### config.mk
export PLATFORM = sky130hd
export DESIGN_NAME = disp_scan_ctrl_flat
export DESIGN_NICKNAME = d
export VERILOG_FILES = /design/src/rtl/disp_scan_if.sv /design/src/rtl/disp_scan_ctrl.sv /design/src/flat_wrapper.sv
export SDC_FILE = /design/constraint.sdc
export NUM_CORES = 1
export LEC_CHECK = 0
export ABC_AREA = 1
export BUFFER_PORTS_ARGS = -buffer_cell sky130_fd_sc_hd__buf_4
export CORE_AREA = 2 2 140 142
export CTS_CLUSTER_DIAMETER = 50
export DETAILED_ROUTE_END_ITERATION = 7
export DIE_AREA = 0 0 142 144
export GPL_TIMING_DRIVEN = 1
export SETUP_SLACK_MARGIN = 0.4
export SLEW_MARGIN = 10
export SYNTH_ARGS = -nofsm -noshare
export SYNTH_HDL_FRONTEND = slang
export SYNTH_SLANG_ARGS = --single-unit
### constraint.sdc
create_clock -name clock -period 1.7 [get_ports clock]
set_input_delay 0.085 -clock clock [delete_from_list [all_inputs] [get_ports clock]]
set_output_delay 0.085 -clock clock [all_outputs]
set_load 0.05 [all_outputs]
### src/rtl/disp_scan_if.sv
// disp_scan_if: control and drive bundle for the display scanner.
// DIGITS sets the width of the value, dp and digit-select lanes.
interface disp_scan_if #(
    parameter int DIGITS = 8
);
    logic                  en;
    logic [4*DIGITS-1:0]   value;
    logic [DIGITS-1:0]     dp_mask;
    logic                  load;
    logic                  ack;
    logic [7:0]            seg;
    logic [DIGITS-1:0]     dig_sel;

    modport master (
        output en, value, dp_mask, load,
        input  ack, seg, dig_sel
    );

    modport slave (
        input  en, value, dp_mask, load,
        output ack, seg, dig_sel
    );
endinterface

### src/rtl/disp_scan_ctrl.sv
// disp_scan_ctrl: multiplexed 7-segment scanner with guard blanking and
// frame-synchronous commit. Option macro: DISP_LZ_BLANK_EN (leading-zero blank).
module disp_scan_ctrl #(
    parameter int DIGITS = 8,
    parameter int DIV    = 1000,
    parameter int GUARD  = 16
) (
    input logic        clock,
    input logic        reset,
    disp_scan_if.slave bus
);
    localparam int IW = (DIGITS > 1) ? $clog2(DIGITS) : 1;
    localparam logic [15:0]   CNT_LAST = 16'(DIV - 1);
    localparam logic [15:0]   CNT_GEND = 16'(GUARD - 1);
    localparam logic [IW-1:0] IDX_LAST = IW'(DIGITS - 1);

    typedef enum logic {ST_GUARD, ST_SHOW} state_t;

    state_t                 state, state_d;
    logic [15:0]            cnt;
    logic [IW-1:0]          idx;
    logic [DIGITS-1:0][3:0] held, shadow;
    logic [DIGITS-1:0]      held_dp, shadow_dp;
    logic                   pending;
    logic                   tick, boundary, commit;
    logic [7:0]             seg_d, seg_q;
    logic [DIGITS-1:0]      onehot, dig_q;
    logic                   ack_q;
`ifdef DISP_LZ_BLANK_EN
    logic [DIGITS-1:0]      nz;
    logic                   acc;
`endif

    function automatic logic [7:0] decode(input logic [3:0] n);
        logic [7:0] s;
        unique case (n)
            4'h0: s = 8'hFC;
            4'h1: s = 8'h60;
            4'h2: s = 8'hDA;
            4'h3: s = 8'hF2;
            4'h4: s = 8'h66;
            4'h5: s = 8'hB6;
            4'h6: s = 8'hBE;
            4'h7: s = 8'hE0;
            4'h8: s = 8'hFE;
            4'h9: s = 8'hF6;
            4'hA: s = 8'hEE;
            4'hB: s = 8'h3E;
            4'hC: s = 8'h1A;
            4'hD: s = 8'h7A;
            4'hE: s = 8'h9E;
            4'hF: s = 8'h8E;
        endcase
        return s;
    endfunction

    assign tick     = bus.en && (cnt == CNT_LAST);
    assign boundary = tick && (idx == IDX_LAST);
    assign commit   = boundary && pending;

    // Slot phase: blank guard first, then show until the slot ends.
    always_comb begin
        state_d = state;
        if (bus.en) begin
            unique case (state)
                ST_GUARD: if (cnt == CNT_GEND) state_d = ST_SHOW;
                ST_SHOW:  if (tick) state_d = ST_GUARD;
            endcase
        end
    end

    // Segment pattern and digit strobe for the current slot.
    always_comb begin
        onehot      = '0;
        onehot[idx] = 1'b1;
        seg_d       = decode(shadow[idx]);
`ifdef DISP_LZ_BLANK_EN
        nz  = '0;
        acc = 1'b0;
        for (int k = DIGITS - 1; k >= 0; k--) begin
            acc   = acc | (|shadow[k]);
            nz[k] = acc;
        end
        if (idx != '0 && !nz[idx]) seg_d[7:1] = '0;
`endif
        seg_d[0] = shadow_dp[idx];
    end

    // Prescaler, digit index and phase; all frozen while en is low.
    always_ff @(posedge clock or negedge reset) begin
        if (!reset) begin
            state <= ST_GUARD;
            cnt   <= '0;
            idx   <= '0;
        end else begin
            state <= state_d;
            if (bus.en) cnt <= tick ? '0 : cnt + 16'd1;
            if (tick) idx <= (idx == IDX_LAST) ? '0 : idx + 1'b1;
        end
    end

    // Held/shadow double buffer; shadow only moves at a frame boundary.
    always_ff @(posedge clock or negedge reset) begin
        if (!reset) begin
            held      <= '0;
            held_dp   <= '0;
            shadow    <= '0;
            shadow_dp <= '0;
            pending   <= 1'b0;
            ack_q     <= 1'b0;
        end else begin
            if (commit) begin
                shadow    <= held;
                shadow_dp <= held_dp;
            end
            if (bus.load) begin
                held    <= bus.value;
                held_dp <= bus.dp_mask;
            end
            pending <= bus.load | (pending & ~commit);
            ack_q   <= commit;
        end
    end

    // Registered drivers: lit only while enabled and in the show phase.
    always_ff @(posedge clock or negedge reset) begin
        if (!reset) begin
            seg_q <= '0;
            dig_q <= '0;
        end else if (bus.en && state_d == ST_SHOW) begin
            seg_q <= seg_d;
            dig_q <= onehot;
        end else begin
            seg_q <= '0;
            dig_q <= '0;
        end
    end

    assign bus.seg     = seg_q;
    assign bus.dig_sel = dig_q;
    assign bus.ack     = ack_q;
endmodule
### src/flat_wrapper.sv
// flat-port wrapper written by rule: the top's interface ports become plain ports
module disp_scan_ctrl_flat 
#(
    parameter int DIGITS = 8,
    parameter int DIV    = 1000,
    parameter int GUARD  = 16
)
  (clock, reset, bus_en, bus_value, bus_dp_mask, bus_load, bus_ack, bus_seg, bus_dig_sel);
  disp_scan_if #(.DIGITS(DIGITS)) bus_i ();
  input logic clock;
  input logic reset;
  input wire logic [$bits(bus_i.en)-1:0] bus_en;
  input wire logic [$bits(bus_i.value)-1:0] bus_value;
  input wire logic [$bits(bus_i.dp_mask)-1:0] bus_dp_mask;
  input wire logic [$bits(bus_i.load)-1:0] bus_load;
  output wire logic [$bits(bus_i.ack)-1:0] bus_ack;
  output wire logic [$bits(bus_i.seg)-1:0] bus_seg;
  output wire logic [$bits(bus_i.dig_sel)-1:0] bus_dig_sel;
  assign bus_i.en = bus_en;
  assign bus_i.value = bus_value;
  assign bus_i.dp_mask = bus_dp_mask;
  assign bus_i.load = bus_load;
  assign bus_ack = bus_i.ack;
  assign bus_seg = bus_i.seg;
  assign bus_dig_sel = bus_i.dig_sel;
  disp_scan_ctrl #(.DIGITS(DIGITS), .DIV(DIV), .GUARD(GUARD)) u_core (.clock(clock), .reset(reset), .bus(bus_i));
endmodule
Word-level counts from Yosys, hierarchy flattened. Memories as Yosys holds them, arrays and structs flattened. Cells that the tools add are included.

Flip-flop bits (word level): 118. Bits in read-only memories: 112. Word-level logic and storage cells: 56. Memories kept: 1.

Memories: (name not given) (depth 16, width 7, read ports 1, clocked after Yosys merged registers in 0, wr ports 0, RTL line disp_scan_ctrl.sv:36) `unique case (n)`.

Add/subtract/negate cells: 2. Magnitude comparators: 2. Equality and inequality tests: 3. Muxes and demuxes: 14. Bitwise logic cells: 4. Reduce and logical (&&, ||, !) cells: 5.

Operators by type and width (number): 16-bit by 1-bit adder with 16-bit output, second input constant (1); 16-bit by 10-bit equality test with 1-bit output, second input constant (1); 16-bit by 4-bit equality test with 1-bit output, second input constant (1); 16-bit 2-to-1 mux (1); 8-bit 2-to-1 mux (2); 4-bit binary-select mux with 3-bit select (1); 1-bit logical AND (5); 1-bit 2-to-1 mux (5); 3-bit by 4-bit less-than comparator with 1-bit output, second input constant (1); 4-bit 2-to-1 mux (1); 3-bit by 1-bit adder with 3-bit output, second input constant (1); 1-bit binary-select mux with 3-bit select (1); 1-bit demux with 3-bit select (1); 3-bit equality test, second input constant (1); 3-bit by 1-bit >= comparator with 1-bit output, second input constant (1); 3-bit 2-to-1 mux (1); 1-bit inverter (2); 1-bit case mux with 2 select lines (1); 1-bit bitwise AND (1); 1-bit bitwise OR (1).

Logic depth before layout (Yosys ltp). Gate-level depths: netlist of run 1.

Depth after elaboration: 7. Gate-level depth with buffers: 14.

Least setup slack after synthesis of run 1. Ideal clock, no wire load.

Path kind: reg-to-reg. Start: register u_core.idx[0]. End: register u_core.seg_q[4] (netlist: u_core.bus.seg[4]). Setup time: 0.071 ns. Arrival time: 1.694 ns. Required time: 1.629 ns. Slack: -0.065 ns. Cell stages (with the launch flop): 15. Clock period less this slack: 1.765 ns. Cells stage by stage: dfrtp_1 > buf_2 > inv_2 > buf_6 > or2_0 > nand2_1 > nand2_1 > nor2_4 > inv_1 > ha_1 > inv_1 > nand2_1 > nand3_1 > nand2_1 > nor2_1.

Word-level cells in the longest chain between the ends: 4.

RTL lines: from (decl) (RTL line disp_scan_ctrl.sv:21) `logic [IW-1:0] idx;`; from (signal assigned) (RTL line disp_scan_ctrl.sv:98) `if (tick) idx <= (idx == IDX_LAST) ? '0 : idx + 1'b1;`; 4-bit binary-select mux with 3-bit select (RTL line disp_scan_ctrl.sv:76) `seg_d = decode(shadow[idx]);`; 4-bit 2-to-1 mux (implied by the code) (RTL line disp_scan_ctrl.sv:76); memory read 16 x 7 bit; 8-bit 2-to-1 mux (RTL line disp_scan_ctrl.sv:130) `end else if (bus.en && state_d == ST_SHOW) begin`; to (signal assigned) (RTL line disp_scan_ctrl.sv:131) `seg_q <= seg_d;`; to (decl) (RTL line disp_scan_ctrl.sv:26) `logic [7:0] seg_d, seg_q;`.

Every way passes these cells. The select of a mux whose other input is x is not followed. A chain may end at the register's enable or synchronous reset.

Worst setup path after layout of run 1. Ends and elaborated chain as after synthesis.

==> results of run 1 <==
logic make-up (layout without fill, tap and decap cells):
group                      count (synthesis)  count (layout)  synth area share
AOI/OAI and AO/OA                        103             103             0.121
xor gates and xnor gates                   6               6           0.00941
adders and majority gates                  9               9            0.0202
buffers and inverters                    126             307            0.0999
DFF                                      118             118             0.529
and+or+nand+nor                          269             269             0.221
cells in the final DEF, fill, tap and decap left out, types with 3 or more instances in the layout:
cell type      instances
dfrtp_1              114
nand2_1              110
buf_4                 92
inv_1                 85
nand2_4               47
o21ai_2               44
o21ai_0               42
dlygate4sd3_1         42
nand3_1               25
nor2_1                23
buf_6                 23
clkbuf_16             20
nand2_2               16
nor2_4                14
inv_2                 14
nor2_2                13
nand3_2                8
buf_12                 7
a21oi_2                6
clkbuf_8               5
a21oi_1                4
ha_1                   4
bufinv_16              4
dfrtp_2                4
xor2_1                 3
o21ai_1                3
ha_4                   3
clkinvlp_4             3
buf_16                 3
flip-flops by register name, summed over array words and instances (netlist names):
| name | count |
|---|---|
| u_core.shadow | 32 |
| u_core.bus.ack | 1 |
| u_core.shadow_dp | 8 |
| u_core.held_dp | 8 |
| u_core.bus.dig_sel | 8 |
| u_core.cnt | 16 |
| u_core.state | 1 |
| u_core.bus.seg | 8 |
| u_core.held | 32 |
| u_core.idx | 3 |
| u_core.pending | 1 |
layer usage:
metal | vias up | GRT usage
li1 | 2302 | -
met1 | 2148 | 0.178
met2 | 81 | 0.208
met3 | 22 | 0.0368
met4 | 0 | 0.0447
met5 | - | 0
through the flow:
stage	setup TNS (ns)	cells
after floorplan	0	631
after global routing	-4.87	1050
after detailed placement	-3.49	941
after global placement	-1.15	941
after CTS	0	1036
final	-0.607	1050
layout make-up:
type                    count  area (sq um)  share of cell area
multi-input cells         387          2670               0.307
flip-flops and latches    118          2960               0.340
well taps                 238           298              0.0343
repair buffers            171          1680               0.194
clock inverters            10           165              0.0190
inverters                 103           404              0.0465
repair inverters            1          16.3             0.00187
clock buffers              22           494              0.0569
what timing repair did:
| action | 4_1_cts | 5_1_grt |
|---|---|---|
| hold buffers | 42 | 0 |
| gates resized for setup | 67 | 105 |
| pin swaps | 32 | 26 |
| setup buffers | 17 | 11 |
| endpoints found under the setup margin | 75 | 78 |
| cloned | 4 | 3 |
| hold endpoints to repair | 139 | 0 |
worst max-delay path: cells and delay by family, from the launching register on:
| family | cells | cell delay [ns] |
|---|---|---|
| flops | 1 | 0.46 |
| simple gates | 8 | 0.61 |
| buf+inv | 4 | 0.42 |
| fa+ha+maj | 1 | 0.14 |
power breakdown:
group          leakage (nW)  total (W)  switching, W  internal [W]
sequential             1.52    0.00307     0.0000974       0.00297
combinational          2.36   0.000993      0.000551      0.000442
clock                 0.315    0.00394       0.00129       0.00265
worst paths after layout:
| path | startpoint | endpoint | slack (ns) | depth (start not counted) |
|---|---|---|---|---|
| max reg2reg | u_core.idx[0]$_DFFE_PN0N_ | u_core.bus.seg[4]$_DFF_PN0_ | -0.04 | 13 |
| min | bus_en | u_core.state$_DFF_PN0_ | 0.03 | 3 |
| max | u_core.idx[0]$_DFFE_PN0N_ | u_core.bus.seg[4]$_DFF_PN0_ | -0.04 | 13 |
| max in group asynchronous | reset | u_core.shadow[13]$_DFFE_PN0P_ | 0.94 | 3 |
| min in group asynchronous | reset | u_core.cnt[10]$_DFFE_PN0P_ | 0.13 | 2 |
| min reg2reg | u_core.shadow[12]$_DFFE_PN0P_ | u_core.shadow[12]$_DFFE_PN0P_ | 0.49 | 2 |
==> summary.txt, run 1 <==
Place
  – Placer congestion estimate: slightly below 0.9
  – Number of port buffers: 60
  – Placement Setup Slack: -0.144 ns
  – Post-detail-place hpwl: approximately 8300 um
  – Area post-placement: 6560 sq um

Finish
  – Fill count: approximately 1.8k
  – Fin util: 0.455
  – Final Cell Area: 8690 sq um
  – Diode count: 0
  – Fraction of layout cells with a size suffix above 1: 0.431
  – Syn-to-layout area delta: 55.6%
  – Nets: around 850

STA
  – Final hold slack: about 0.030 ns
  – Fin. Hold Viols: 0
  – Slew @ Worst Pin: 0.648 ns
  – Final min period: approximately 1.7 ns
  – Final period utilization: 1.02
  – Final setup viols: 33
  – Clock Skew: 0.0125 ns
  – Final Max Tran Viols: 0
  – RSZ-0062 raised after global routing: true
  – Slew Limit Headroom: 0.568
  – Post-route setup slack: -0.0382 ns
  – Fmax: 575 MHz

Die
  – Initial Utilization: 0.293
  – Total Die Area: ~20000 sq um
  – Core area: 19100 sq um
  – Die H: 144 um
  – # rows: 51
  – DIE WIDTH: around 140 um
  – Io pins: about 60

Detailed routing
  – Via Count: 4553
  – DRC violations left: 0
  – Met2 WL post-DR: approximately 6500 um
  – Antenna Nets Post-Route: 0
  – Routed wire per std cell: 13.0 um
  – DR vias/cell: approximately 4.3
  – DR iter-0 viols: 228
  – Drt pass-1 iters: 4
  – Routed Wire Length: roughly 14000 um
  – WL met3: 509 um
  – M1 WL: 6350 um
  – Top Metal Used: met4

Clock network
  – Worst-path clk slew: about 0.05 ns
  – CTS tree: yes
  – TritonCTS buffer count: 17
  – H-tree levels: 4
  – CTS Root Buffer Type: clkbuf_16
  – Bufs on Longest Clock Path: 2
  – CTS Sinks: roughly 120
  – Clock latency on the worst-skew pair: about 0.42 ns

Worst setup path
  – Worst path max stage delay: roughly 0.46 ns
  – Crit path max fanout: 6
  – Required time of the critical path: approximately 2.0 ns
  – CP endpoint kind: flop
  – Slowest CP cell: dfrtp_2
  – Cell breakdown of the critical path: buf_6, buf_6, nand2_2, nand3_2, nand2_2, nor2_4, buf_12, ha_4, inv_2, nand2_1, nand3_1, nand2_1, nor2_1
  – Startpoint types: flop
  – Crit Path Category: flop to flop
  – Worst Path Arrival: about 2.0 ns

Yosys
  – Syn Inst Count: approximately 630
  – Async SR Flop Fraction: 1.00
  – Syn avg cell area: 8.85 sq um
  – Synth unique cells: 30
  – Synth cell count leaders: nand2_1, dfrtp_1, inv_1
  – Area contributors post-synth: dfrtp_1, nand2_1, o21ai_2, inv_1, o21ai_0
  – Largest area contributor in the netlist: dfrtp_1
  – EDFF count, synth: 0
  – Yosys top cell area share: 0.529
  – Ys Warns: 0
  – Synthesized flop and latch total: 118
  – Top_reg_cell synth: dfrtp_1
  – Syn_nets: a little under 700
  – Most numerous cell in the Yosys netlist: nand2_1
  – Post-synthesis cell area: ~5600 sq um
  – Sequential area share after synthesis: 0.529

GRT
  – Maximum number of pins on one net before global-route repair: 82
  – GRT Util Overall: 0.133
  – Vias in the first global route: about 4.3k
  – Initial antenna violation count: 0
  – First-pass GRT wire length: between 20000 and 25000 um
  – GRT overflow: 0

Job
  – Max-Cap Viols: 0

Status
  – Failing checks: setup timing
  – Status: finished, violations left

Power
  – Pwr Density: between 900 and 1000 nW/um^2
  – Total Power: between 0.008 and 0.009 W
  – Static leakage: between 4 and 5 nW
  – Max VDD drop: slightly above 0.0007 V

Hold path
  – Tightest Hold Check Type: primary input to flop
Note: power is estimated with default switching activity, not from simulation.
==> run 2: changes to the inputs <==
Settings changed: CORE_AREA 2 2 140 142 to 2 2 114 116, DIE_AREA 0 0 142 144 to 0 0 116 118, PLACE_DENSITY set to 0.66.
==> summary.txt, run 2 (synthesized netlist as in run 1, its figures left out) <==
Status
  – Status: finished, violations left
  – Failing checks: setup timing

Worst setup path
  – RR Endpoint: u_core.pending$_DFF_PN0_
  – FF-to-FF path depth: 11 (-2)
  – RR Startpoint: u_core.idx[0]$_DFFE_PN0N_
  – Cell breakdown of the critical path: buf_6, buf_4, ha_4, ha_4, inv_4, nor2_4, buf_12, buf_4, buf_6, buf_6, o21bai_1
  – R2R setup slack: -0.14 ns (-0.10 ns)
  – CP endpoint kind: flop
  – Critical path launch point: u_core.idx[0]$_DFFE_PN0N_
  – Startpoint types: flop
  – CP dominant cell by count: buf_6
  – Slowest CP cell: dfrtp_2
  – Worst setup endpoint: u_core.pending$_DFF_PN0_
  – Crit path max fanout: 5 (-1)
  – Worst Path Arrival: 2.18 ns (+0.14 ns)
  – Worst path max stage delay: 0.46 ns (about the same)
  – Required time of the critical path: 2.04 ns (+0.04 ns)
  – Crit Path Category: flop to flop

Power
  – Static leakage: 4.20 nW (+0.20%)
  – Max VDD drop: 0.000614 V (-15%)
  – Pwr Density: 910 nW/um^2 (-1.3%)

GRT
  – GRT overflow: 0 (unchanged)
  – First-pass GRT wire length: 21900 um (+3.8%)
  – Vias in the first global route: 4708 (+9.9%)
  – Maximum number of pins on one net before global-route repair: 119 (+45%)
  – GRT Util Overall: 0.205 (+0.0722)
  – Initial antenna violation count: 0 (unchanged)

Finish
  – Nets: 857 (+0.59%)
  – Syn-to-layout area delta: 55.4%
  – Top Registers: u_core.held: 32 flops, u_core.shadow: 32 flops, u_core.cnt: 16 flops
  – Fin util: 0.699 (+0.244)
  – Diode count: 0 (unchanged)
  – Fraction of layout cells with a size suffix above 1: 0.433 (+0.00226)
  – Fill count: 918 (-48%)
  – Most common cell after layout, fill and taps aside: dfrtp_1
  – Most frequent cells in the layout: dfrtp_1, nand2_1, buf_4, inv_1, nand2_4
  – Fin cells: 989 (-5.8%)

STA
  – Final hold slack: 0.0105 ns (-0.0191 ns)
  – Clock Skew: 0.00843 ns (-0.00407 ns)
  – Final setup viols: 49 (+48%)
  – Slew Limit Headroom: 0.561 (-0.00676)
  – Final period utilization: 1.08 (+0.0598)
  – RSZ-0062 raised after global routing: true
  – Fin. Hold Viols: 0 (unchanged)
  – Final Max Tran Viols: 0 (unchanged)
  – Fmax: 544 MHz (-5.5%)
  – Setup TNS: -2.92 ns (-2.31 ns)
  – Post-route setup slack: -0.140 ns (-0.102 ns)
  – Slew @ Worst Pin: 0.658 ns (+0.0101 ns)
  – Final min period: 1.84 ns (+0.102 ns)

Die
  – DIE WIDTH: 116 um (-18%)
  – Die H: 118 um (-18%)
  – Io pins: 61 (unchanged)
  – Core area: 12400 sq um (-35%)
  – Total Die Area: 13700 sq um (-33%)
  – Initial Utilization: 0.450 (+0.157)
  – # rows: 41 (-20%)

Clock network
  – CTS Root Buffer Type: clkbuf_16
  – CTS tree: yes
  – Bufs on Longest Clock Path: 2 (unchanged)
  – H-tree levels: 4 (unchanged)
  – Clock latency on the worst-skew pair: 0.42 ns (about the same)
  – Worst-path clk slew: 0.05 ns (about the same)
  – TritonCTS buffer count: 17 (unchanged)
  – CTS Sinks: 118 (unchanged)

Job
  – Max-Cap Viols: 0 (unchanged)

Detailed routing
  – Drt pass-1 iters: 4 (unchanged)
  – Antenna Nets Post-Route: 0 (unchanged)
  – Routed Wire Length: 14000 um (+2.8%)
  – DRC violations left: 0 (unchanged)
  – DR iter-0 viols: 253 (+11%)
  – DR vias/cell: 4.72 (+9.0%)
  – Routed wire per std cell: 14.2 um (+9.1%)
  – Via Count: 4673 (+2.6%)

Hold path
  – Tightest Hold Check Type: primary input to flop

Place
  – Placer congestion estimate: 0.817 (-5.6%)
  – Placed cell count: 874 (-7.1%)
  – Post-detail-place hpwl: 7740 um (-6.7%)
  – Number of port buffers: 60 (unchanged)
## run 2: cell count changes in the layout (fill, tap and decap cells not counted), sizes merged
cell / before / now
clkbuf: 25 / 27
nand2: 173 / 175
bufinv: 4 / 3
clkinv: 3 / 7
buf: 126 / 128
inv: 104 / 102
clkinvlp: 3 / 1
## run 2: timing repair
action	4_1_cts	5_1_grt
hold buffers	42	0
gates cloned	6	5
setup endpoints to repair	75	78
endpoints found under the hold margin	160	0
setup buffers	16	14
pin swaps	33	38
resized for setup	98	78
## run 2: metal layers
metal	vias to the layer above	global-route usage	share of wire
li1	2308	-	-
met1	2248	0.259	0.43
met2	88	0.334	0.51
met3	29	0.0458	0.035
met4	0	0.0915	0.023
met5	-	0	0
## run 2: worst min path at each step
stage | to | start | depth (start not counted)
2_1_floorplan | u_core.bus.ack$_DFF_PN0_ | reset | 0
3_3_place_gp | u_core.cnt[15]$_DFFE_PN0P_ | reset | 2
3_5_place_dp | u_core.cnt[15]$_DFFE_PN0P_ | reset | 2
4_1_cts | u_core.cnt[1]$_DFFE_PN0P_ | bus_en | 3
5_1_grt | u_core.bus.seg[1]$_DFF_PN0_ | bus_en | 3
6_report | u_core.cnt[1]$_DFFE_PN0P_ | bus_en | 3
## run 2: area by class of cell
cell class,instances,area [sq um],share of cell area
Clock buffer,23,488,0.0562
Clock inverter,9,123,0.0141
Sequential cell,118,2960,0.341
Inverter,103,414,0.0477
Tap cell,172,215,0.0248
Multi-Input combinational cell,389,2750,0.317
Timing Repair Buffer,174,1720,0.198
Timing Repair inverter,1,16.3,0.00187
## run 2: critical path, delay by kind of cell (launching register included)
family	cells	cell delay, ns
simple gates	1	0.03
buf+inv	7	0.82
flops	1	0.46
fa+ha+maj	2	0.32
compound gates	1	0.14
## run 2: per-stage QoR
stage,worst slack [ns],total power [W],cell area [sq um]
2_1_floorplan,0.0331,0.00352,5710
3_3_place_gp,-0.0590,0.00377,6480
3_5_place_dp,-0.138,0.00381,6480
4_1_cts,-0.0304,0.00773,8100
5_1_grt,-0.197,0.00819,8680
6_report,-0.140,0.00789,8680
## run 2: report_power, final
| group | switching (W) | total, W | internal [W] | leakage (nW) |
|---|---|---|---|---|
| clock | 0.00124 | 0.00368 | 0.00244 | 0.303 |
| sequential | 0.000113 | 0.00309 | 0.00297 | 1.52 |
| combinational | 0.000599 | 0.00113 | 0.000528 | 2.38 |
